$ cat src/rtl/accel_ctrl_master_if.sv
// AXI4-Lite control-port bundle between the layer-task initiator and the
// accelerator's S_AXI_LITE_CTRL slave.
interface accel_ctrl_master_if;
    logic [4:0]  awaddr;
    logic [2:0]  awprot;
    logic        awvalid;
    logic        awready;
    logic [31:0] wdata;
    logic [3:0]  wstrb;
    logic        wvalid;
    logic        wready;
    logic [1:0]  bresp;
    logic        bvalid;
    logic        bready;
    logic [4:0]  araddr;
    logic [2:0]  arprot;
    logic        arvalid;
    logic        arready;
    logic [31:0] rdata;
    logic [1:0]  rresp;
    logic        rvalid;
    logic        rready;

    modport master (
        output awaddr, awprot, awvalid, wdata, wstrb, wvalid, bready,
               araddr, arprot, arvalid, rready,
        input  awready, wready, bresp, bvalid, arready, rdata, rresp, rvalid
    );

    modport slave (
        input  awaddr, awprot, awvalid, wdata, wstrb, wvalid, bready,
               araddr, arprot, arvalid, rready,
        output awready, wready, bresp, bvalid, arready, rdata, rresp, rvalid
    );
endinterface

$ cat src/rtl/accel_ctrl_master.sv
// Programs one layer descriptor into the accelerator control registers over
// AXI4-Lite, waits for ap_done, then clears the command register.
//   state     | meaning
//   IDLE      | ready for a descriptor
//   WR/WR_RESP| descriptor write (0x04,0x08,0x0C,0x00) and its response
//   RD/RD_RESP| read-back of 0x00
//   WAIT_DONE | wait for a fresh ap_done rise or timeout
//   CLR/..RESP| write 0 to 0x00 and its response
//   FINISH    | done_pulse, back to IDLE
module accel_ctrl_master #(
    parameter bit          READBACK_EN  = 1'b1,
    parameter int unsigned DONE_TIMEOUT = 0
) (
    input  logic         clk,
    input  logic         rst,
    input  logic         cmd_valid,
    output logic         cmd_ready,
    input  logic [127:0] cmd_data,
    input  logic         ap_done,
    output logic         done_pulse,
    output logic         busy,
    output logic         err_resp,
    output logic         err_readback,
    output logic         err_timeout,
    input  logic         err_clear,
    accel_ctrl_master_if.master axi
);

    localparam logic [3:0] S_IDLE      = 4'd0;
    localparam logic [3:0] S_WR        = 4'd1;
    localparam logic [3:0] S_WR_RESP   = 4'd2;
    localparam logic [3:0] S_RD        = 4'd3;
    localparam logic [3:0] S_RD_RESP   = 4'd4;
    localparam logic [3:0] S_WAIT_DONE = 4'd5;
    localparam logic [3:0] S_CLR       = 4'd6;
    localparam logic [3:0] S_CLR_RESP  = 4'd7;
    localparam logic [3:0] S_FINISH    = 4'd8;

    logic [3:0]   state;
    logic [1:0]   idx;
    logic [127:0] desc;
    logic         armed;
    logic [31:0]  tmo_cnt;

    // reg_0 goes last so the start bits see the other parameters already set
    function automatic logic [4:0] wr_addr(input logic [1:0] i);
        case (i)
            2'd0:    return 5'h04;
            2'd1:    return 5'h08;
            2'd2:    return 5'h0C;
            default: return 5'h00;
        endcase
    endfunction

    function automatic logic [31:0] wr_data(input logic [1:0] i, input logic [127:0] d);
        case (i)
            2'd0:    return d[63:32];
            2'd1:    return d[95:64];
            2'd2:    return d[127:96];
            default: return d[31:0];
        endcase
    endfunction

    assign axi.awprot = 3'b000;
    assign axi.arprot = 3'b000;
    assign axi.wstrb  = 4'hF;

    always_ff @(posedge clk or posedge rst) begin
        if (rst) begin
            state        <= S_IDLE;
            idx          <= 2'd0;
            desc         <= '0;
            armed        <= 1'b0;
            tmo_cnt      <= '0;
            cmd_ready    <= 1'b1;
            busy         <= 1'b0;
            done_pulse   <= 1'b0;
            err_resp     <= 1'b0;
            err_readback <= 1'b0;
            err_timeout  <= 1'b0;
            axi.awaddr   <= '0;
            axi.awvalid  <= 1'b0;
            axi.wdata    <= '0;
            axi.wvalid   <= 1'b0;
            axi.bready   <= 1'b0;
            axi.araddr   <= '0;
            axi.arvalid  <= 1'b0;
            axi.rready   <= 1'b0;
        end else begin
            done_pulse <= 1'b0;
            // later assignments below override the clear, so a new error wins
            if (err_clear) begin
                err_resp     <= 1'b0;
                err_readback <= 1'b0;
                err_timeout  <= 1'b0;
            end
            case (state)
                S_IDLE: begin
                    if (cmd_valid && cmd_ready) begin
                        desc        <= cmd_data;
                        idx         <= 2'd0;
                        cmd_ready   <= 1'b0;
                        busy        <= 1'b1;
                        axi.awaddr  <= wr_addr(2'd0);
                        axi.wdata   <= wr_data(2'd0, cmd_data);
                        axi.awvalid <= 1'b1;
                        axi.wvalid  <= 1'b1;
                        state       <= S_WR;
                    end
                end
                S_WR, S_CLR: begin
                    if (axi.awvalid && axi.awready) axi.awvalid <= 1'b0;
                    if (axi.wvalid && axi.wready) axi.wvalid <= 1'b0;
                    if ((!axi.awvalid || axi.awready) && (!axi.wvalid || axi.wready)) begin
                        axi.bready <= 1'b1;
                        state      <= (state == S_WR) ? S_WR_RESP : S_CLR_RESP;
                    end
                end
                S_WR_RESP: begin
                    if (axi.bvalid) begin
                        axi.bready <= 1'b0;
                        if (axi.bresp != 2'b00) err_resp <= 1'b1;
                        if (idx != 2'd3) begin
                            idx         <= idx + 2'd1;
                            axi.awaddr  <= wr_addr(idx + 2'd1);
                            axi.wdata   <= wr_data(idx + 2'd1, desc);
                            axi.awvalid <= 1'b1;
                            axi.wvalid  <= 1'b1;
                            state       <= S_WR;
                        end else if (READBACK_EN) begin
                            axi.araddr  <= 5'h00;
                            axi.arvalid <= 1'b1;
                            state       <= S_RD;
                        end else begin
                            armed   <= 1'b0;
                            tmo_cnt <= DONE_TIMEOUT;
                            state   <= S_WAIT_DONE;
                        end
                    end
                end
                S_RD: begin
                    if (axi.arready) begin
                        axi.arvalid <= 1'b0;
                        axi.rready  <= 1'b1;
                        state       <= S_RD_RESP;
                    end
                end
                S_RD_RESP: begin
                    if (axi.rvalid) begin
                        axi.rready <= 1'b0;
                        if (axi.rdata != desc[31:0]) err_readback <= 1'b1;
                        if (axi.rresp != 2'b00) err_resp <= 1'b1;
                        armed   <= 1'b0;
                        tmo_cnt <= DONE_TIMEOUT;
                        state   <= S_WAIT_DONE;
                    end
                end
                S_WAIT_DONE: begin
                    // a level still high from the previous task must fall first
                    if (!ap_done) armed <= 1'b1;
                    if ((armed && ap_done) || (DONE_TIMEOUT != 0 && tmo_cnt == 32'd1)) begin
                        if (!(armed && ap_done)) err_timeout <= 1'b1;
                        axi.awaddr  <= 5'h00;
                        axi.wdata   <= 32'h0;
                        axi.awvalid <= 1'b1;
                        axi.wvalid  <= 1'b1;
                        state       <= S_CLR;
                    end else begin
                        tmo_cnt <= tmo_cnt - 32'd1;
                    end
                end
                S_CLR_RESP: begin
                    if (axi.bvalid) begin
                        axi.bready <= 1'b0;
                        if (axi.bresp != 2'b00) err_resp <= 1'b1;
                        done_pulse <= 1'b1;
                        state      <= S_FINISH;
                    end
                end
                S_FINISH: begin
                    cmd_ready <= 1'b1;
                    busy      <= 1'b0;
                    state     <= S_IDLE;
                end
                default: state <= S_IDLE;
            endcase
        end
    end

endmodule

$ cat src/flat_wrapper.sv
// flat-port wrapper written by rule: the top's interface ports become plain ports
module accel_ctrl_master_flat 
#(
    parameter bit          READBACK_EN  = 1'b1,
    parameter int unsigned DONE_TIMEOUT = 0
)
  (clk, rst, cmd_valid, cmd_ready, cmd_data, ap_done, done_pulse, busy, err_resp, err_readback, err_timeout, err_clear, axi_awaddr, axi_awprot, axi_awvalid, axi_wdata, axi_wstrb, axi_wvalid, axi_bready, axi_araddr, axi_arprot, axi_arvalid, axi_rready, axi_awready, axi_wready, axi_bresp, axi_bvalid, axi_arready, axi_rdata, axi_rresp, axi_rvalid);
  accel_ctrl_master_if axi_i ();
  input  logic clk;
  input  logic rst;
  input  logic cmd_valid;
  output logic cmd_ready;
  input  logic [127:0] cmd_data;
  input  logic ap_done;
  output logic done_pulse;
  output logic busy;
  output logic err_resp;
  output logic err_readback;
  output logic err_timeout;
  input  logic err_clear;
  output wire logic [$bits(axi_i.awaddr)-1:0] axi_awaddr;
  output wire logic [$bits(axi_i.awprot)-1:0] axi_awprot;
  output wire logic [$bits(axi_i.awvalid)-1:0] axi_awvalid;
  output wire logic [$bits(axi_i.wdata)-1:0] axi_wdata;
  output wire logic [$bits(axi_i.wstrb)-1:0] axi_wstrb;
  output wire logic [$bits(axi_i.wvalid)-1:0] axi_wvalid;
  output wire logic [$bits(axi_i.bready)-1:0] axi_bready;
  output wire logic [$bits(axi_i.araddr)-1:0] axi_araddr;
  output wire logic [$bits(axi_i.arprot)-1:0] axi_arprot;
  output wire logic [$bits(axi_i.arvalid)-1:0] axi_arvalid;
  output wire logic [$bits(axi_i.rready)-1:0] axi_rready;
  input wire logic [$bits(axi_i.awready)-1:0] axi_awready;
  input wire logic [$bits(axi_i.wready)-1:0] axi_wready;
  input wire logic [$bits(axi_i.bresp)-1:0] axi_bresp;
  input wire logic [$bits(axi_i.bvalid)-1:0] axi_bvalid;
  input wire logic [$bits(axi_i.arready)-1:0] axi_arready;
  input wire logic [$bits(axi_i.rdata)-1:0] axi_rdata;
  input wire logic [$bits(axi_i.rresp)-1:0] axi_rresp;
  input wire logic [$bits(axi_i.rvalid)-1:0] axi_rvalid;
  assign axi_awaddr = axi_i.awaddr;
  assign axi_awprot = axi_i.awprot;
  assign axi_awvalid = axi_i.awvalid;
  assign axi_wdata = axi_i.wdata;
  assign axi_wstrb = axi_i.wstrb;
  assign axi_wvalid = axi_i.wvalid;
  assign axi_bready = axi_i.bready;
  assign axi_araddr = axi_i.araddr;
  assign axi_arprot = axi_i.arprot;
  assign axi_arvalid = axi_i.arvalid;
  assign axi_rready = axi_i.rready;
  assign axi_i.awready = axi_awready;
  assign axi_i.wready = axi_wready;
  assign axi_i.bresp = axi_bresp;
  assign axi_i.bvalid = axi_bvalid;
  assign axi_i.arready = axi_arready;
  assign axi_i.rdata = axi_rdata;
  assign axi_i.rresp = axi_rresp;
  assign axi_i.rvalid = axi_rvalid;
  accel_ctrl_master #(.READBACK_EN(READBACK_EN), .DONE_TIMEOUT(DONE_TIMEOUT)) u_core (.clk(clk), .rst(rst), .cmd_valid(cmd_valid), .cmd_ready(cmd_ready), .cmd_data(cmd_data), .ap_done(ap_done), .done_pulse(done_pulse), .busy(busy), .err_resp(err_resp), .err_readback(err_readback), .err_timeout(err_timeout), .err_clear(err_clear), .axi(axi_i));
endmodule
$ cat config.mk
export PLATFORM = sky130hd
export DESIGN_NAME = accel_ctrl_master_flat
export DESIGN_NICKNAME = d
export VERILOG_FILES = /design/src/rtl/accel_ctrl_master_if.sv /design/src/rtl/accel_ctrl_master.sv /design/src/flat_wrapper.sv
export SDC_FILE = /design/constraint.sdc
export NUM_CORES = 1
export LEC_CHECK = 0
export ABC_AREA = 1
export CORE_MARGIN = 2
export CORE_UTILIZATION = 29
export CTS_CLUSTER_DIAMETER = 80
export CTS_CLUSTER_SIZE = 28
export DETAILED_ROUTE_END_ITERATION = 7
export DONT_BUFFER_PORTS = 1
export HOLD_SLACK_MARGIN = 0.03
export SYNTH_ARGS = -nofsm -noshare
export SYNTH_HDL_FRONTEND = slang
export SYNTH_SLANG_ARGS = --single-unit
$ cat constraint.sdc
create_clock -name clk -period 16.01 [get_ports clk]
set_input_delay 2.4015 -clock clk [delete_from_list [all_inputs] [get_ports clk]]
set_output_delay 2.4015 -clock clk [all_outputs]
set_load 0.01 [all_outputs]
After elaboration in Yosys (flattened, before gate mapping) --
Index checks and enable logic that the tools add are counted.
Operators by class: add/subtract/negate cells 1, equal/unequal tests 25, multiplexer cells 61, reductions and logical operators 34
Operators by type and width (number):
- $pmux 32 s3 | 2
- $mux 32 | 4
- $ne 32x32->1 | 1
- $mux 4 | 7
- $pmux 4 s7 | 1
- $mux 1 | 26
- $mux 5 | 4
- $eq 4x3->1 const B | 4
- $reduce_bool 2->1 | 8
- $pmux 5 s3 | 1
- $ne 2x1->1 const B | 7
- $ne 2x2->1 const B | 7
- $pmux 1 s2 | 7
- $pmux 4 s3 | 1
- $reduce_and 6->1 | 2
- $reduce_and 3->1 | 3
- $eq 4x2->1 const B | 2
- $mux 2 | 4
- $pmux 1 s4 | 2
- $reduce_and 4->1 | 2
- $reduce_and 7->1 | 1
- $logic_and 1x1->1 | 5
- $reduce_and 5->1 | 1
- $eq 4x1->1 const B | 1
- 14 further kinds | 18
Word-level totals: bits in registers 182, input bits 174, output and inout bits 63

Logic depth before layout (Yosys ltp) --
Gate-level depths: netlist of the first run.
word-level depth 6, depth in mapped cells 12

Worst setup path after synthesis of the first run --
OpenSTA, ideal clock, no wires.
path kind input to register, start point input cmd_valid, end point register u_core.axi.wdata[10], setup time 0.116 ns, data arrival time 3.217 ns, data required time 15.894 ns, setup slack 12.677 ns, stages on the path 9, path buffers 2, cells stage by stage nand2_1 -> nand3_1 -> nand2_2 -> nor2_4 -> nand2_2 -> buf_6 -> buf_6 -> nand2_1 -> nand2_1
On the way: word-level cells in the longest chain between the ends 3
RTL lines:
- from (decl) | line flat_wrapper.sv:11 | input logic cmd_valid;
- $logic_and 1x1->1 | line accel_ctrl_master.sv:99 | if (cmd_valid && cmd_ready) begin
- $ne 2x1->1 (no line)
- $reduce_and 5->1 (no line)
- to (signal assigned) | line accel_ctrl_master.sv:105 | axi.wdata <= wr_data(2'd0, cmd_data);
- to (signal assigned) | line accel_ctrl_master.sv:126 | axi.wdata <= wr_data(idx + 2'd1, desc);
- to (decl) | line accel_ctrl_master_if.sv:25 | output awaddr, awprot, awvalid, wdata, wstrb, wvalid, bready,
No other way between the ends. A chain may end at the register's enable or synchronous reset.

Final worst setup path of the first run --
start point input cmd_valid, end point register u_core.desc[45]
On the way: word-level cells in the longest chain between the ends 2
RTL lines:
- $logic_and 1x1->1 | line accel_ctrl_master.sv:99
- $reduce_and 2->1 (no line)
- to (signal assigned) | line accel_ctrl_master.sv:100 | desc <= cmd_data;
- to (decl) | line accel_ctrl_master.sv:41 | logic [127:0] desc;
No other way between the ends.

==> results of run 1 <==
[cell usage in the layout (no fill, tap or decap), types with 3 or more instances in the layout]
cell type	synthesis	layout
nor2_4	4	4
nand3_1	37	37
inv_2	5	4
conb_1	2	19
nand2_1	546	546
a21oi_1	37	37
nand2_2	3	3
o21ai_1	32	32
o211ai_1	34	34
ha_2	0	4
dfrtp_1	178	178
inv_1	62	61
nor2_1	26	26
clkbuf_16	0	17
clkinvlp_4	0	3
buf_4	29	7
bufinv_16	0	3
o21ai_0	52	52
inv_6	0	4
xnor2_1	26	26
[power breakdown]
part | total [mW] | leakage [nW] | switching (mW) | internal (mW)
combinational | 0.736 | 2.29 | 0.488 | 0.248
sequential | 0.875 | 2.23 | 0.197 | 0.678
clock | 0.446 | 0.294 | 0.194 | 0.252
[synthesized netlist by cell type]
| master | count |
|---|---|
| o21a_1 | 1 |
| o22a_1 | 1 |
| nand2_1 | 546 |
| nor2_1 | 26 |
| inv_2 | 5 |
| buf_6 | 4 |
| o21ai_1 | 32 |
| nor2_4 | 4 |
| xnor2_1 | 26 |
| dfrtp_1 | 178 |
| ha_1 | 4 |
| buf_4 | 29 |
| nor2_2 | 1 |
| inv_1 | 62 |
| inv_4 | 1 |
| o21ai_0 | 52 |
| a21oi_1 | 37 |
| nor3b_1 | 1 |
| dfstp_2 | 1 |
| nand2_2 | 3 |
| buf_2 | 24 |
| nand3_1 | 37 |
| o22ai_1 | 1 |
| nor3_4 | 1 |
| clkbuf_1 | 20 |
| nand2_4 | 2 |
| conb_1 | 2 |
| o211ai_1 | 34 |
[path summary, 6_finish.rpt]
path                                  from              endpoint  slack [ps]
max                              cmd_valid       u_core.desc[45]       11810
min                        u_core.desc[83]       u_core.desc[83]         470
max reg2reg                  u_core.idx[0]  u_core.axi.wdata[28]       12560
min reg2reg                u_core.desc[83]       u_core.desc[83]         470
max in group asynchronous              rst       u_core.desc[69]       12670
min in group asynchronous              rst       u_core.desc[87]        1900
[through the flow]
step | cells | cell area, µm² | setup slack [ps]
3_5_place_dp | 1472 | 8980 | 11280
6_report | 1504 | 9590 | 11810
5_1_grt | 1504 | 9590 | 11580
4_1_cts | 1504 | 9590 | 11770
2_1_floorplan | 1152 | 8880 | 8750
3_3_place_gp | 1472 | 8980 | 11340
[worst max-delay path, stage by stage]
cell and delay (ps):
nand2_1 120, nor3_4 60, buf_4 290, inv_4 610, buf_4 780, nand2_1 100, o21ai_1 120
[flip-flops by register name (all words and copies together), names as in the netlist, 2 cells and up]
| signal | count |
|---|---|
| u_core.state | 4 |
| u_core.axi.wdata | 32 |
| u_core.axi.awaddr | 2 |
| u_core.desc | 128 |
| u_core.idx | 2 |
[kinds of logic (layout without fill, tap and decap cells)]
family,after synthesis,in the layout,synth area share (%)
and+or+nand+nor,621,621,27.8
DFF,179,179,50.8
AOI/OAI and AO/OA,158,158,10.0
buffers and inverters,145,107,8.12
xor gates and xnor gates,26,26,2.58
adders and majority gates,4,4,0.568
other,2,19,0.0852
[metal layers]
metal	global-route usage, %	vias to the layer above
li1	-	3459
met4	5.62	0
met5	0	-
met2	27.8	252
met1	23.2	3493
met3	4.11	22
[layout make-up]
| cell class | count | area share, % |
|---|---|---|
| Sequential cell | 179 | 46.7 |
| Clock buffer | 18 | 4.58 |
| Tap cell | 390 | 5.09 |
| Timing Repair Buffer | 7 | 0.548 |
| Inverter | 68 | 2.79 |
| Clock inverter | 14 | 1.83 |
| Multi-Input combinational cell | 828 | 38.5 |
==> results.sh, run 1 <==
export IMPL_status="finished, final reports clean"
export IMPL_dp_hpwl_um=18100
export IMPL_syn_area_um2=8810
export IMPL_worstMarginPinSlew_ps=979
export IMPL_fmax_mhz=238
export IMPL_initial_core_util_pct=29.6
export IMPL_cts_made_buffers=17
export IMPL_hold_slack_ps=470
export IMPL_rsz0062_at_grt="false"
export IMPL_wl_met3_um=1870
export IMPL_setup_viol=0
export IMPL_synth_warnings=0
export IMPL_cts_resized=0
export IMPL_ctsHoldBuffers=0
export IMPL_area_delta_synth_final_pct=8.86
export IMPL_wl_per_cell_um=18.0
export IMPL_r2r_cells=10
export IMPL_setup_worst_path_start_class="input port"
export IMPL_hold_violations=0
export IMPL_clkTransAtPathRegs_ps=70
export IMPL_grt_pass1_vias=7005
export IMPL_fin_worst_skew_ps=9.63
export IMPL_drt_initial_drc_count=493
export IMPL_ios=237
export IMPL_tns_ps=0
export IMPL_cp_max_fo=80
export IMPL_multiInputGateArea_um2=3690
export IMPL_finish_utilization_pct=32.2
export IMPL_timing_final_max_slew_violations=0
export IMPL_h_tree_depth=4
export IMPL_rows=63
export IMPL_drc_errors=0
export IMPL_seqCellArea_um2=4480
export IMPL_powerDensity_nw_per_um2=214
export IMPL_gr_total_overflow=0
export IMPL_cts_tree="built"
export IMPL_wl_um=27100
export IMPL_crit_arrival_ps=4560
export IMPL_syn_area_per_cell_um2=7.77
export IMPL_finalPower_mw=2.06
export IMPL_grt_usage_pct=17.4
export IMPL_slew_headroom_pct=34.5
export IMPL_synth_cells=1135
export IMPL_ys_ff_latch=179
export IMPL_synthTopCellsByArea="dfrtp_1 (51%), nand2_1 (23%), o21ai_0 (3.0%)"
export IMPL_via_count=7226
export IMPL_whs_path_depth=2
export IMPL_ir_worst_vdd_mv=0.108
export IMPL_cp_required_ps=16370
export IMPL_critPathKind="in -> reg"
export IMPL_layout_min_cycle_time_ps=4200
export IMPL_clk_path_buf_depth=2
export IMPL_period_share_pct=26.2
export IMPL_grt_pass1_wl_um=41500
export IMPL_placement_io_buffers=0
export IMPL_worstSkewPairLatency_ps=450
export IMPL_met1_length_um=12100
export IMPL_met2WireLength_um=12700
export IMPL_max_cap_viol_count=0
export IMPL_fillCellCount=3202
export IMPL_cts_sinks=179
export IMPL_worstSetupEndpointType="register"
export IMPL_final_layout_size_suffix_gt1_share_pct=5.57
export IMPL_root_buffer="clkbuf_16"
export IMPL_hp_class="reg -> reg"
export IMPL_grt_max_degree=110
export IMPL_nets=1279
export IMPL_die_w_um=178
export IMPL_die_height_um=178
export IMPL_ys_types=28
export IMPL_grt_antenna_before_repair=0
export IMPL_ant_nets=0
export IMPL_synth_top_area_share_pct=50.5
export IMPL_ys_seq_area_share_pct=50.8
export IMPL_dieArea_um2=31800
export IMPL_diodes=0
export IMPL_place_gp_congestion=0.807
export IMPL_cts_setup_buffers=0
export IMPL_drtPass1Iterations=5
export IMPL_coreArea_um2=29800
export IMPL_top_layer="met4"
export IMPL_synth_top_cell_by_area="dfrtp_1"
export IMPL_viasPerCell=4.80
export IMPL_leakagePower_nw=4.82
Power figures use the tool's default switching activity.
==> run 2, diff against run 1 <==
Clock period 16.01 ns to 3.36 ns, I/O delays scaled along.
==> results.sh, run 2 (synthesis results as in run 1) <==
export IMPL_status="finished, final reports clean"
export IMPL_use_met3_pct=4.28
export IMPL_startpoint="u_core.state[3]"
export IMPL_ant_nets=0
export IMPL_worstSetupEndpointType="register"
export IMPL_grt_pass1_wl_um=41100
export IMPL_clkTransAtPathRegs_ps=80
export IMPL_hp_class="in -> reg"
export IMPL_area_delta_synth_final_pct=9.33
export IMPL_cp_required_ps=3690
export IMPL_grt_use_met1_pct=23.0
export IMPL_cts_resized=0
export IMPL_grt_pass1_vias=7090
export IMPL_regMostFlops="u_core.desc"
export IMPL_ir_worst_vdd_mv=0.397
export IMPL_largest_reg_flops=128
export IMPL_crit_arrival_ps=2720
export IMPL_viasPerCell=4.82
export IMPL_gr_total_overflow=0
export IMPL_drtPass1Iterations=5
export IMPL_layout_cells_non_filler=1511
export IMPL_pre_cts_ws_ps=969
export IMPL_min_delay_start="ap_done"
export IMPL_fillCellCount=3170
export IMPL_cts_made_buffers=17
export IMPL_layout_min_cycle_time_ps=2390
export IMPL_grt_antenna_before_repair=1
export IMPL_max_cap_viol_count=0
export IMPL_drc_errors=0
export IMPL_rsz0062_at_grt="false"
export IMPL_leakagePower_nw=4.83
export IMPL_period_share_pct=71.2
export IMPL_root_buffer="clkbuf_16"
export IMPL_worstMarginPinSlew_ps=903
export IMPL_timing_rr_start="u_core.state[3]"
export IMPL_cts_tree="built"
export IMPL_dp_cells=1477
export IMPL_final_cell_mix="nand2_1 (546), dfrtp_1 (178), inv_1 (61)"
export IMPL_cp_max_fo=34
export IMPL_grt_usage_pct=17.1
export IMPL_placement_io_buffers=0
export IMPL_grtUsageMet2_pct=25.9
export IMPL_setup_ws_ps=969
export IMPL_rows=63
export IMPL_setup_worst_path_start_class="register"
export IMPL_hold_violations=0
export IMPL_critPathKind="reg -> reg"
export IMPL_seqCellArea_um2=4480
export IMPL_slew_headroom_pct=39.8
export IMPL_final_layout_size_suffix_gt1_share_pct=5.89
export IMPL_powerDensity_nw_per_um2=1010
export IMPL_reg2reg_slack_ps=970
export IMPL_dieArea_um2=31800
export IMPL_tns_ps=0
export IMPL_setup_viol=0
export IMPL_initial_core_util_pct=29.6
export IMPL_via_count=7282
export IMPL_clk_path_buf_depth=2
export IMPL_wl_per_cell_um=17.5
export IMPL_cts_sinks=179
export IMPL_grt_max_degree=104
export IMPL_finish_utilization_pct=32.3
export IMPL_h_tree_depth=4
export IMPL_layout_commonest_cell="nand2_1"
export IMPL_die_w_um=178
export IMPL_place_gp_congestion=0.823
export IMPL_dp_hpwl_um=18300
export IMPL_worstSkewPairLatency_ps=450
export IMPL_ios=237
export IMPL_drt_initial_drc_count=508
export IMPL_finalPower_mw=9.71
export IMPL_fin_worst_skew_ps=10.7
export IMPL_grt_busiest_layer="met2"
export IMPL_fmax_mhz=418
export IMPL_nets=1285
export IMPL_timing_final_max_slew_violations=0
export IMPL_reg_top3="u_core.desc (128), u_core.axi.wdata (32), u_core.state (4)"
export IMPL_coreArea_um2=29800
export IMPL_wl_um=26500
export IMPL_die_height_um=178
export IMPL_multiInputGateArea_um2=3690
[run 2: power breakdown]
group / total [mW] / leakage (nW) / switching [mW] / internal, mW
clock: 2.02 / 0.270 / 0.970 / 1.05
sequential: 4.17 / 2.23 / 0.946 / 3.23
combinational: 3.52 / 2.32 / 2.31 / 1.21
[run 2: worst paths after layout]
path | end | cells after the start
max | u_core.axi.wdata[27] | 10
min | u_core.armed | 1
max reg2reg | u_core.axi.wdata[27] | 10
min reg2reg | u_core.desc[70] | 2
max in group asynchronous | u_core.desc[102] | 3
min in group asynchronous | u_core.desc[119] | 2
[run 2: metal layers]
layer	part of all wire (%)	wire length [µm]
met2	45	11800
met3	6.6	1760
met1	45	11900
met5	0	0
met4	3.6	942
[run 2: area by class of cell]
class,instances,area share (%)
sequential,179,46.5
multi-input combinational,828,38.3
inverter,68,2.74
clock inverter,14,1.48
timing repair buffer,13,1.43
clock buffer,18,4.45
antenna,1,0.0260
tap,390,5.06
[run 2: critical path, cell delays in order (launching register included)]
cell     delay (ps)
dfrtp_1         440
nor2_4          190
nand2_4         110
inv_4           390
nand2_4          90
nand2_2         110
nor2_4           50
nand2_2         260
inv_2           380
nand2_1         170
nand2_1          60
[run 2: per-stage QoR]
step	hold slack [ps]	area (µm²)
2_1_floorplan	442	8880
3_3_place_gp	454	9050
3_5_place_dp	458	9050
4_1_cts	133	9630
5_1_grt	139	9630
6_report	157	9640
[run 2: timing repair]
action,CTS,global route
setup buffers,0,0
hold buffers,1,0
hold endpoints to repair,23,0
==> run 3, diff against run 2 <==
Clock period 3.36 ns to 2.21 ns, I/O delays scaled along.
==> results.sh, run 3 (synthesis results as in run 1) <==
export IMPL_met1_length_um=12300
export IMPL_setup_ws_ps=275
export IMPL_cp_required_ps=2580
export IMPL_cts_tree="built"
export IMPL_grt_pass1_vias=7613
export IMPL_grt_max_degree=84
export IMPL_max_cap_viol_count=0
export IMPL_die_w_um=178
export IMPL_ir_worst_vdd_mv=0.568
export IMPL_r2r_cells=8
export IMPL_nets=1402
export IMPL_rsz0062_at_grt="false"
export IMPL_hp_class="in -> reg"
export IMPL_root_buffer="clkbuf_16"
export IMPL_area_delta_synth_final_pct=22.7
export IMPL_die_height_um=178
export IMPL_whs_path_depth=2
export IMPL_clkTransAtPathRegs_ps=80
export IMPL_powerDensity_nw_per_um2=1400
export IMPL_final_cell_mix="nand2_1 (546), dfrtp_1 (178), dlygate4sd3_1 (103)"
export IMPL_wl_um=28000
export IMPL_p_comb_share_pct=37.8
export IMPL_cp_max_fo=32
export IMPL_worstSkewPairLatency_ps=430
export IMPL_h_tree_depth=4
export IMPL_drtPass1Iterations=5
export IMPL_clk_path_buf_depth=2
export IMPL_hold_violations=0
export IMPL_dp_hpwl_um=19300
export IMPL_pre_cts_ws_ps=293
export IMPL_period_share_pct=87.6
export IMPL_p_int_mw=8.61
export IMPL_leakagePower_nw=5.35
export IMPL_cts_sinks=179
export IMPL_cts_setup_buffers=0
export IMPL_wl_per_cell_um=17.2
export IMPL_initial_core_util_pct=29.6
export IMPL_wl_met3_um=1890
export IMPL_power_switching_share_pct=43.0
export IMPL_via_count=7682
export IMPL_cts_made_buffers=17
export IMPL_cts_resized=0
export IMPL_layout_min_cycle_time_ps=1940
export IMPL_fillCellCount=3138
export IMPL_place_gp_congestion=0.869
export IMPL_crit_arrival_ps=2310
export IMPL_timing_final_max_slew_violations=0
export IMPL_grt_pass1_wl_um=43400
export IMPL_power_switching_mw=6.50
export IMPL_fin_worst_skew_ps=12.9
export IMPL_gr_total_overflow=0
export IMPL_setup_worst_path_start_class="register"
export IMPL_seq_power_share_pct=42.3
export IMPL_grt_usage_pct=17.9
export IMPL_top_layer="met4"
export IMPL_drt_initial_drc_count=552
export IMPL_diodes=0
export IMPL_placement_io_buffers=0
export IMPL_regMostFlops="u_core.desc"
export IMPL_dieArea_um2=31800
export IMPL_layout_commonest_cell="nand2_1"
export IMPL_met2WireLength_um=13300
export IMPL_grt_antenna_before_repair=0
export IMPL_critPathKind="reg -> reg"
export IMPL_fmax_mhz=517
export IMPL_worstMarginPinSlew_ps=852
export IMPL_viasPerCell=4.72
export IMPL_ios=237
export IMPL_slew_headroom_pct=43.2
export IMPL_rows=63
export IMPL_worstSetupEndpointType="register"
export IMPL_coreArea_um2=29800
export IMPL_reg_top3="u_core.desc (128), u_core.axi.wdata (32), u_core.state (4)"
export IMPL_clockPowerShare_pct=19.9
export IMPL_setup_viol=0
export IMPL_ant_nets=0
export IMPL_final_layout_size_suffix_gt1_share_pct=6.47
export IMPL_status="finished, final reports clean"
export IMPL_drc_errors=0
export IMPL_largest_reg_flops=128
export IMPL_tns_ps=0
-- run 3: worst max-delay path: stages, from the launching register on --
cell and delay [ps]:
dfrtp_1 420, inv_1 100, ha_2 750, a21oi_1 150
nand3_1 100, o211ai_1 70, o21ai_0 130, nand2_1 80
nand2_1 60
-- run 3: final timing paths --
check                                 start                   end  slack (ps)
max                           u_core.idx[1]   u_core.axi.wdata[7]         270
min                            cmd_data[62]       u_core.desc[62]          60
max reg2reg                   u_core.idx[1]   u_core.axi.wdata[7]         270
min reg2reg                u_core.desc[123]      u_core.desc[123]         480
max in group asynchronous               rst      u_core.cmd_ready        1240
min in group asynchronous               rst  u_core.axi.wdata[22]         480
-- run 3: cell type report --
type | instances | area (µm²) | area share (%)
multi-input combinational | 828 | 3690 | 34.1
sequential | 179 | 4480 | 41.4
inverter | 68 | 264 | 2.44
clock buffer | 19 | 443 | 4.10
tap | 390 | 488 | 4.51
clock inverter | 12 | 123 | 1.13
timing repair buffer | 130 | 1320 | 12.2
-- run 3: stage by stage --
stage / hold slack, ps / utilization [%] / instance area [µm²] / std cells / power, mW
6_report: 57.6 / 36.3 / 10800 / 1626 / 15.1
5_1_grt: 44.6 / 36.3 / 10800 / 1626 / 16.4
4_1_cts: 30.3 / 36.3 / 10800 / 1626 / 15.3
3_5_place_dp: 337 / 30.9 / 9210 / 1492 / 12.0
3_3_place_gp: 342 / 30.9 / 9210 / 1492 / 11.9
2_1_floorplan: 440 / - / 8880 / 1152 / 10.2
-- run 3: routing by layer --
metal | up-vias | GRT usage [%]
met4 | 0 | 5.49
met1 | 3675 | 23.4
met3 | 25 | 4.45
met2 | 287 | 29.4
met5 | - | 0
li1 | 3695 | -
-- run 3: timing repair --
item	4_1_cts	5_1_grt
hold endpoints to repair	234	0
setup endpoints to repair	0	0
hold buffers	103	0
-- run 3: power by group through the flow --
| stage | Combinational, mW | Sequential [mW] | Clock (mW) |
|---|---|---|---|
| CTS | 5.77 | 6.38 | 3.11 |
| floorplan | 4.25 | 5.92 | 0 |
| global placement | 5.45 | 6.40 | 0 |
| global route | 6.63 | 6.58 | 3.23 |
| finish | 5.71 | 6.39 | 3.01 |
| detailed placement | 5.59 | 6.43 | 0 |
